===== config.mk =====
export PLATFORM = sky130hd
export DESIGN_NAME = fetch_queue
export DESIGN_NICKNAME = d
export VERILOG_FILES = /design/src/rtl/fetch_queue.sv
export SDC_FILE = /design/constraint.sdc
export NUM_CORES = 2
export LEC_CHECK = 0
export ABC_AREA = 1
export CAP_MARGIN = 20
export CELL_PAD_IN_SITES_DETAIL_PLACEMENT = 0
export CELL_PAD_IN_SITES_GLOBAL_PLACEMENT = 1
export CORE_MARGIN = 2
export CORE_UTILIZATION = 39
export DETAILED_ROUTE_END_ITERATION = 12
export PLACE_DENSITY_LB_ADDON = 0.2
export SLEW_MARGIN = 20
export SYNTH_ARGS = -nofsm -noshare
export SYNTH_HDL_FRONTEND = slang
export SYNTH_SLANG_ARGS = --single-unit

===== constraint.sdc =====
create_clock -name clk -period 3.9 [get_ports clk]
set_input_delay 0.39 -clock clk [delete_from_list [all_inputs] [get_ports clk]]
set_output_delay 0.39 -clock clk [all_outputs]
set_load 0.03 [all_outputs]

===== src/rtl/fetch_queue.sv =====
// Fetch front end: owns the PC, issues aligned group requests and buffers returned words for decode.
// Optional performance counters are built only when FETCH_QUEUE_PERF_EN is defined.
module fetch_queue #(
    parameter int          FETCH_WIDTH = 2,
    parameter int          DEPTH       = 8,
    parameter int          DEQ_WIDTH   = 2,
    parameter logic [31:0] RESET_PC    = 32'hbfc00000
) (
    input  logic                             clk,
    input  logic                             resetn,
    output logic                             ireq_valid,
    output logic [31:0]                      ireq_addr,
    input  logic                             ireq_ready,
    input  logic                             iresp_valid,
    input  logic [32*FETCH_WIDTH-1:0]        iresp_data,
    input  logic                             i_tlb_invalid,
    input  logic                             i_tlb_modified,
    input  logic                             i_tlb_refill,
    input  logic                             is_usermode,
    input  logic                             flush,
    input  logic [31:0]                      redirect_pc,
    output logic [DEQ_WIDTH-1:0]             out_valid,
    output logic [32*DEQ_WIDTH-1:0]          out_pc,
    output logic [32*DEQ_WIDTH-1:0]          out_pcplus4,
    output logic [32*DEQ_WIDTH-1:0]          out_instr,
    output logic [4*DEQ_WIDTH-1:0]           out_exc,
    input  logic [$clog2(DEQ_WIDTH+1)-1:0]   deq_count,
    output logic [31:0]                      perf_full_cyc,
    output logic [31:0]                      perf_drop_cnt
);

    localparam int          PW       = $clog2(DEPTH);
    localparam int          CW       = $clog2(DEPTH + 1);
    localparam logic [31:0] GRP_MASK = 32'(FETCH_WIDTH * 4 - 1);

    typedef enum logic [1:0] {REQ, WAIT, DROP} state_t;

    state_t          state, state_nxt;
    logic [31:0]     pc, pc_nxt;
    logic            halted, halted_nxt;
    logic [PW-1:0]   rd_ptr, wr_ptr, rd_idx;
    logic [CW-1:0]   count, free_slots, enq_n, deq_eff;

    logic [31:0]     mem_pc    [DEPTH];
    logic [31:0]     mem_instr [DEPTH];
    logic [3:0]      mem_exc   [DEPTH];

    logic [31:0]     enq_pc    [FETCH_WIDTH];
    logic [31:0]     enq_instr [FETCH_WIDTH];
    logic [3:0]      enq_exc   [FETCH_WIDTH];

    logic [31:0]     base, k_off;
    logic [32*FETCH_WIDTH-1:0] lanes;
    logic            pc_illegal, full, tlb_any, hs;

    assign base       = pc & ~GRP_MASK;
    assign k_off      = (pc & GRP_MASK) >> 2;
    assign pc_illegal = (pc[1:0] != 2'b00) || (is_usermode && pc[31]);
    assign free_slots = CW'(DEPTH) - count;
    assign full       = (count == CW'(DEPTH));
    assign tlb_any    = i_tlb_invalid || i_tlb_modified || i_tlb_refill;
    // Response lanes shifted so that lane k (the first wanted word) lands at index 0.
    assign lanes      = iresp_data >> (k_off * 32);

    assign ireq_valid = (state == REQ) && !pc_illegal && !halted && (free_slots >= CW'(FETCH_WIDTH));
    assign ireq_addr  = ireq_valid ? base : 32'h0;
    assign hs         = ireq_valid && ireq_ready;

    always_comb begin
        state_nxt  = state;
        pc_nxt     = pc;
        halted_nxt = halted;
        enq_n      = '0;
        for (int j = 0; j < FETCH_WIDTH; j++) begin
            enq_pc[j]    = base + ((k_off + 32'(j)) << 2);
            enq_instr[j] = lanes[j*32 +: 32];
            enq_exc[j]   = {1'b0, i_tlb_invalid, i_tlb_modified, i_tlb_refill};
        end
        case (state)
            REQ: begin
                if (pc_illegal) begin
                    if (!halted && !full) begin
                        enq_n        = CW'(1);
                        enq_pc[0]    = pc;
                        enq_instr[0] = 32'h0;
                        enq_exc[0]   = 4'b1000;
                        halted_nxt   = 1'b1;
                    end
                end else if (hs) begin
                    state_nxt = WAIT;
                end
            end
            WAIT: begin
                if (iresp_valid) begin
                    enq_n      = tlb_any ? CW'(1) : CW'(32'(FETCH_WIDTH) - k_off);
                    halted_nxt = halted || tlb_any;
                    pc_nxt     = base + 32'(FETCH_WIDTH * 4);
                    state_nxt  = REQ;
                end
            end
            DROP: begin
                if (iresp_valid) state_nxt = REQ;
            end
            default: state_nxt = REQ;
        endcase
        // A redirect wins over everything; a request still in flight must have its response discarded.
        if (flush) begin
            pc_nxt     = redirect_pc;
            halted_nxt = 1'b0;
            enq_n      = '0;
            if (state == WAIT)     state_nxt = iresp_valid ? REQ : DROP;
            else if (state == REQ) state_nxt = hs ? DROP : REQ;
        end
    end

    always_comb begin
        if (flush)                       deq_eff = '0;
        else if (CW'(deq_count) > count) deq_eff = count;
        else                             deq_eff = CW'(deq_count);
    end

    always_ff @(posedge clk or negedge resetn) begin
        if (!resetn) state <= REQ;
        else         state <= state_nxt;
    end

    always_ff @(posedge clk or negedge resetn) begin
        if (!resetn) begin
            pc     <= RESET_PC;
            halted <= 1'b0;
            rd_ptr <= '0;
            wr_ptr <= '0;
            count  <= '0;
        end else begin
            pc     <= pc_nxt;
            halted <= halted_nxt;
            if (flush) begin
                rd_ptr <= '0;
                wr_ptr <= '0;
                count  <= '0;
            end else begin
                rd_ptr <= rd_ptr + PW'(deq_eff);
                wr_ptr <= wr_ptr + PW'(enq_n);
                count  <= count + enq_n - deq_eff;
            end
        end
    end

    always_ff @(posedge clk) begin
        for (int j = 0; j < FETCH_WIDTH; j++) begin
            if (CW'(j) < enq_n) begin
                mem_pc[wr_ptr + PW'(j)]    <= enq_pc[j];
                mem_instr[wr_ptr + PW'(j)] <= enq_instr[j];
                mem_exc[wr_ptr + PW'(j)]   <= enq_exc[j];
            end
        end
    end

    // Head lanes; invalid lanes read as zero so nothing stale leaks to decode.
    always_comb begin
        rd_idx      = rd_ptr;
        out_valid   = '0;
        out_pc      = '0;
        out_pcplus4 = '0;
        out_instr   = '0;
        out_exc     = '0;
        for (int i = 0; i < DEQ_WIDTH; i++) begin
            rd_idx = rd_ptr + PW'(i);
            if (count > CW'(i)) begin
                out_valid[i]          = 1'b1;
                out_pc[i*32 +: 32]      = mem_pc[rd_idx];
                out_pcplus4[i*32 +: 32] = mem_pc[rd_idx] + 32'd4;
                out_instr[i*32 +: 32]   = mem_instr[rd_idx];
                out_exc[i*4 +: 4]       = mem_exc[rd_idx];
            end
        end
    end

    a_resp_in_req: assert property (@(posedge clk) disable iff (!resetn) !(iresp_valid && state == REQ));

`ifdef FETCH_QUEUE_PERF_EN
    function automatic logic [31:0] sat_inc(input logic [31:0] v, input logic en);
        return (en && v != 32'hffffffff) ? v + 32'd1 : v;
    endfunction

    logic        drop_evt;
    logic [31:0] full_cyc_q, drop_cnt_q;

    assign drop_evt = iresp_valid && ((state == DROP) || (state == WAIT && flush));

    always_ff @(posedge clk or negedge resetn) begin
        if (!resetn) begin
            full_cyc_q <= 32'h0;
            drop_cnt_q <= 32'h0;
        end else begin
            full_cyc_q <= sat_inc(full_cyc_q, full && !flush);
            drop_cnt_q <= sat_inc(drop_cnt_q, drop_evt);
        end
    end

    assign perf_full_cyc = full_cyc_q;
    assign perf_drop_cnt = drop_cnt_q;
`else
    assign perf_full_cyc = 32'h0;
    assign perf_drop_cnt = 32'h0;
`endif

endmodule


==> flow_metrics.py <==
metrics = {
    "status": {
        "status": "completed",
    },
    "grt": {
        "grt_pass1_vias": 34607,
        "grt-ovfl-total": 0,
        "antenna_found_initial": 0,
        "grt_usage_pct": 30.70,
        "grt_max_degree": 103,
        "grt_pass1_wl_um": 228600,
    },
    "pwr": {
        "clkPwrFrac_pct": 14.8,
        "power_w": 0.04627,
        "power.share.combinational_pct": 68.2,
        "power_switching_w": 0.02352,
        "p_sw_share_pct": 50.83,
        "ir_worst_vdd_mv": 0.9109,
        "power_frac_seq_pct": 17.0,
        "intPower_w": 0.02275,
        "p_leak_nw": 18.20,
        "power_density_nw_per_um2": 997.0,
    },
    "placement": {
        "dp_cells": 6294,
        "hpwl_um": 97250,
        "io_buffers": 338,
        "gp_congestion": 0.9265,
    },
    "floorplan": {
        "io_pins": 406,
        "rows": 114,
        "die_h_um": 316.9,
        "die_x_um": 316.9,
        "start_util_pct": 39.42,
        "dieArea_um2": 100400,
        "core_um2": 96850,
    },
    "sta": {
        "rsz0062_at_grt": "yes",
        "setup_viol": 0,
        "hold_slack_ns": 0.1403,
        "finalCritPeriodShare_pct": 97.54,
        "finalCriticalPeriod_ns": 3.804,
        "timing.fmax_ghz": 0.2629,
        "max_slew_margin_pct": 29.97,
        "clock_skew_ns": 0.02240,
        "slew_violations": 0,
        "hold_violations": 0,
        "worst_slew_pin_slew_ns": 1.046,
        "fin_setup_tns_ns": 0,
    },
    "final_layout": {
        "fin_nets": 5255,
        "register_area_um2": 17250,
        "utilization_pct": 47.92,
        "fillers": 9338,
        "multi_input_area_um2": 18160,
        "finalNonFillerCells": 6450,
        "drive_gt1_share_pct": 12.97,
        "syn2layout_area_growth_pct": 21.57,
        "antenna_cells": 0,
    },
    "critical_path": {
        "cp.required_ns": 3.51,
        "critPathCaptureType": "primary output",
        "cp.arrival_ns": 3.41,
        "cp_max_fo": 31,
        "crit_type": "flop to primary output",
        "critPathLaunchType": "flop",
        "r2r_cells": 10,
    },
    "cts": {
        "htreeDepth": 3,
        "ctsLongestPathBuffers": 3,
        "numCtsBuffers": 69,
        "clk_latency_ns": 0.63,
        "cts_root_buf": "clkbuf_16",
        "clk_pin_slew_ns": 0.06,
        "clkSinkCount": 589,
        "cts_tree": "yes",
    },
    "logic_synthesis": {
        "synth-edff-count": 520,
        "yosys_warnings": 0,
        "ys_ff_latch": 589,
        "syn_avg_cell_area_um2": 7.731,
        "ys.flop_type": "edfxtp_1",
        "yosysUniqueCellTypes": 58,
        "syn_area_um2": 38180,
        "netlist_instances": 4938,
        "synthArstFlopShare_pct": 7.640,
        "yosysSeqAreaShare_pct": 45.14,
    },
    "drt": {
        "dr.pass1.iters": 6,
        "viasPerCell": 5.813,
        "wl_per_cell_um": 24.90,
        "ant_nets": 0,
        "wl_um": 160600,
        "vias": 37493,
        "drc": 0,
        "drt_iter0_drc": 4806,
    },
    "hold_path": {
        "hp-class": "primary input to flop",
        "min_path_cells": 4,
    },
    "run": {
        "cap_violations": 0,
    },
}
==> kinds of logic after synthesis <==
| logic type | share of synthesized area (%) |
|---|---|
| flops | 45.14 |
| compound gates | 18.56 |
| fa+ha+maj | 0.9635 |
| xor+xnor | 1.308 |
| mux | 0.05244 |
| buf+inv | 9.032 |
| other cells | 0.009822 |
| simple gates | 24.93 |
==> cell usage in the layout, fill, tap and decap left out, types with 68 or more instances in the layout <==
cell type,count
buf_12,103
nand2_1,1175
edfxtp_1,520
o221a_2,68
buf_4,221
o21ai_0,629
o22ai_1,285
inv_1,237
clkdlybuf4s50_1,152
nor2_1,580
clkbuf_16,79
nand3_1,397
a21oi_1,136
==> repair_timing <==
action | 4_1_cts | 5_1_grt
hold buffers | 1 | 0
buffers inserted | 6 | 11
setup endpoints to repair | 82 | 47
resized for setup | 28 | 93
endpoints found under the hold margin | 27 | 0
pin swaps | 1 | 10
gates cloned | 6 | 8
==> worst max-delay path, stage by stage (launching register included) <==
cell	delay (ns)
dfrtp_4	0.52
buf_4	0.17
buf_4	0.17
buf_16	0.19
a21oi_1	0.16
o21ai_1	0.08
nand2_1	0.06
nand2_1	0.08
nand2_4	0.18
ha_2	0.22
nand2_2	0.10
inv_1	0.09
nand2_1	0.12
nor2_4	0.20
a2bb2oi_1	0.28
buf_12	0.16
==> Yosys cell counts (9+ instances only) <==
master    instances  share of area [%]
nand2_2          13               0.21
o221a_2          68                2.0
o22ai_1         285                4.7
nand4_1          16               0.26
o221ai_1         13               0.30
nand3_1         403                5.3
nor2_2           17               0.28
dfxtp_1          24                1.3
o211ai_1         10               0.20
edfxtp_1        520                 41
clkbuf_1        234                2.3
inv_2            10              0.098
ha_1             23               0.75
dfstp_2           9               0.62
a21oi_1         136                1.8
a311oi_1         37               0.85
nand2_1        1215                 12
nor3_1           51               0.67
buf_6            27               0.80
inv_1           240                2.4
buf_2            74               0.97
nor2_1          598                5.9
xor2_1           52                1.2
buf_1            35               0.34
dfrtp_1          36                2.4
buf_4            93                1.8
o21ai_0         632                8.3
==> worst paths after layout <==
kind                               start              end  slack, ns
setup / recovery               rd_ptr[0]  out_pcplus4[14]        0.1
setup reg to reg                state[1]     mem_pc[3][4]       0.72
min in group asynchronous         resetn           pc[10]       0.50
hold reg to reg            mem_exc[4][3]    mem_exc[4][3]       0.47
hold / removal                     flush           pc[31]       0.14
max in group asynchronous         resetn           pc[26]       2.59
==> per-stage QoR <==
| step | area [µm²] | worst slack, ns |
|---|---|---|
| final | 46410 | 0.09582 |
| after global routing | 46410 | -0.02618 |
| after CTS | 45800 | -0.003388 |
| after detailed placement | 43100 | 0.4303 |
| after global placement | 43100 | 0.4551 |
| after floorplan | 38430 | 0.2704 |
==> sequential cells by signal, indices dropped and copies added, names as in the netlist <==
name / flops
rd_ptr: 3
count: 4
halted: 1
wr_ptr: 3
mem_instr: 256
state: 2
mem_exc: 32
mem_pc: 256
pc: 32
==> power groups by stage <==
stage | clock [W] | combinational [W] | sequential (W)
2_1_floorplan | 0 | 0.0170 | 0.00790
4_1_cts | 0.00688 | 0.0303 | 0.00789
6_report | 0.00686 | 0.0315 | 0.00787
3_5_place_dp | 0 | 0.0297 | 0.00800
5_1_grt | 0.00713 | 0.0335 | 0.00791
3_3_place_gp | 0 | 0.0297 | 0.00800
==> final cells by class <==
class / count / share of cell area, %
Timing Repair inverter: 2 / 0.09975
Clock buffer: 88 / 4.100
Timing Repair Buffer: 513 / 12.90
Inverter: 257 / 2.181
Clock inverter: 36 / 0.9867
Multi-Input combinational cell: 3689 / 39.13
Sequential cell: 589 / 37.16
Tap cell: 1276 / 3.440
==> routing by layer <==
layer	share of wire [%]	wire length, µm	track usage [%]	vias up
li1	-	-	-	17365
met1	41	65540	42.18	17595
met2	45	72880	48.82	2195
met3	11	17000	5.582	338
met4	3.2	5197	10.30	0
met5	0	0	0	-
Note: power is estimated with default switching activity, not from simulation.
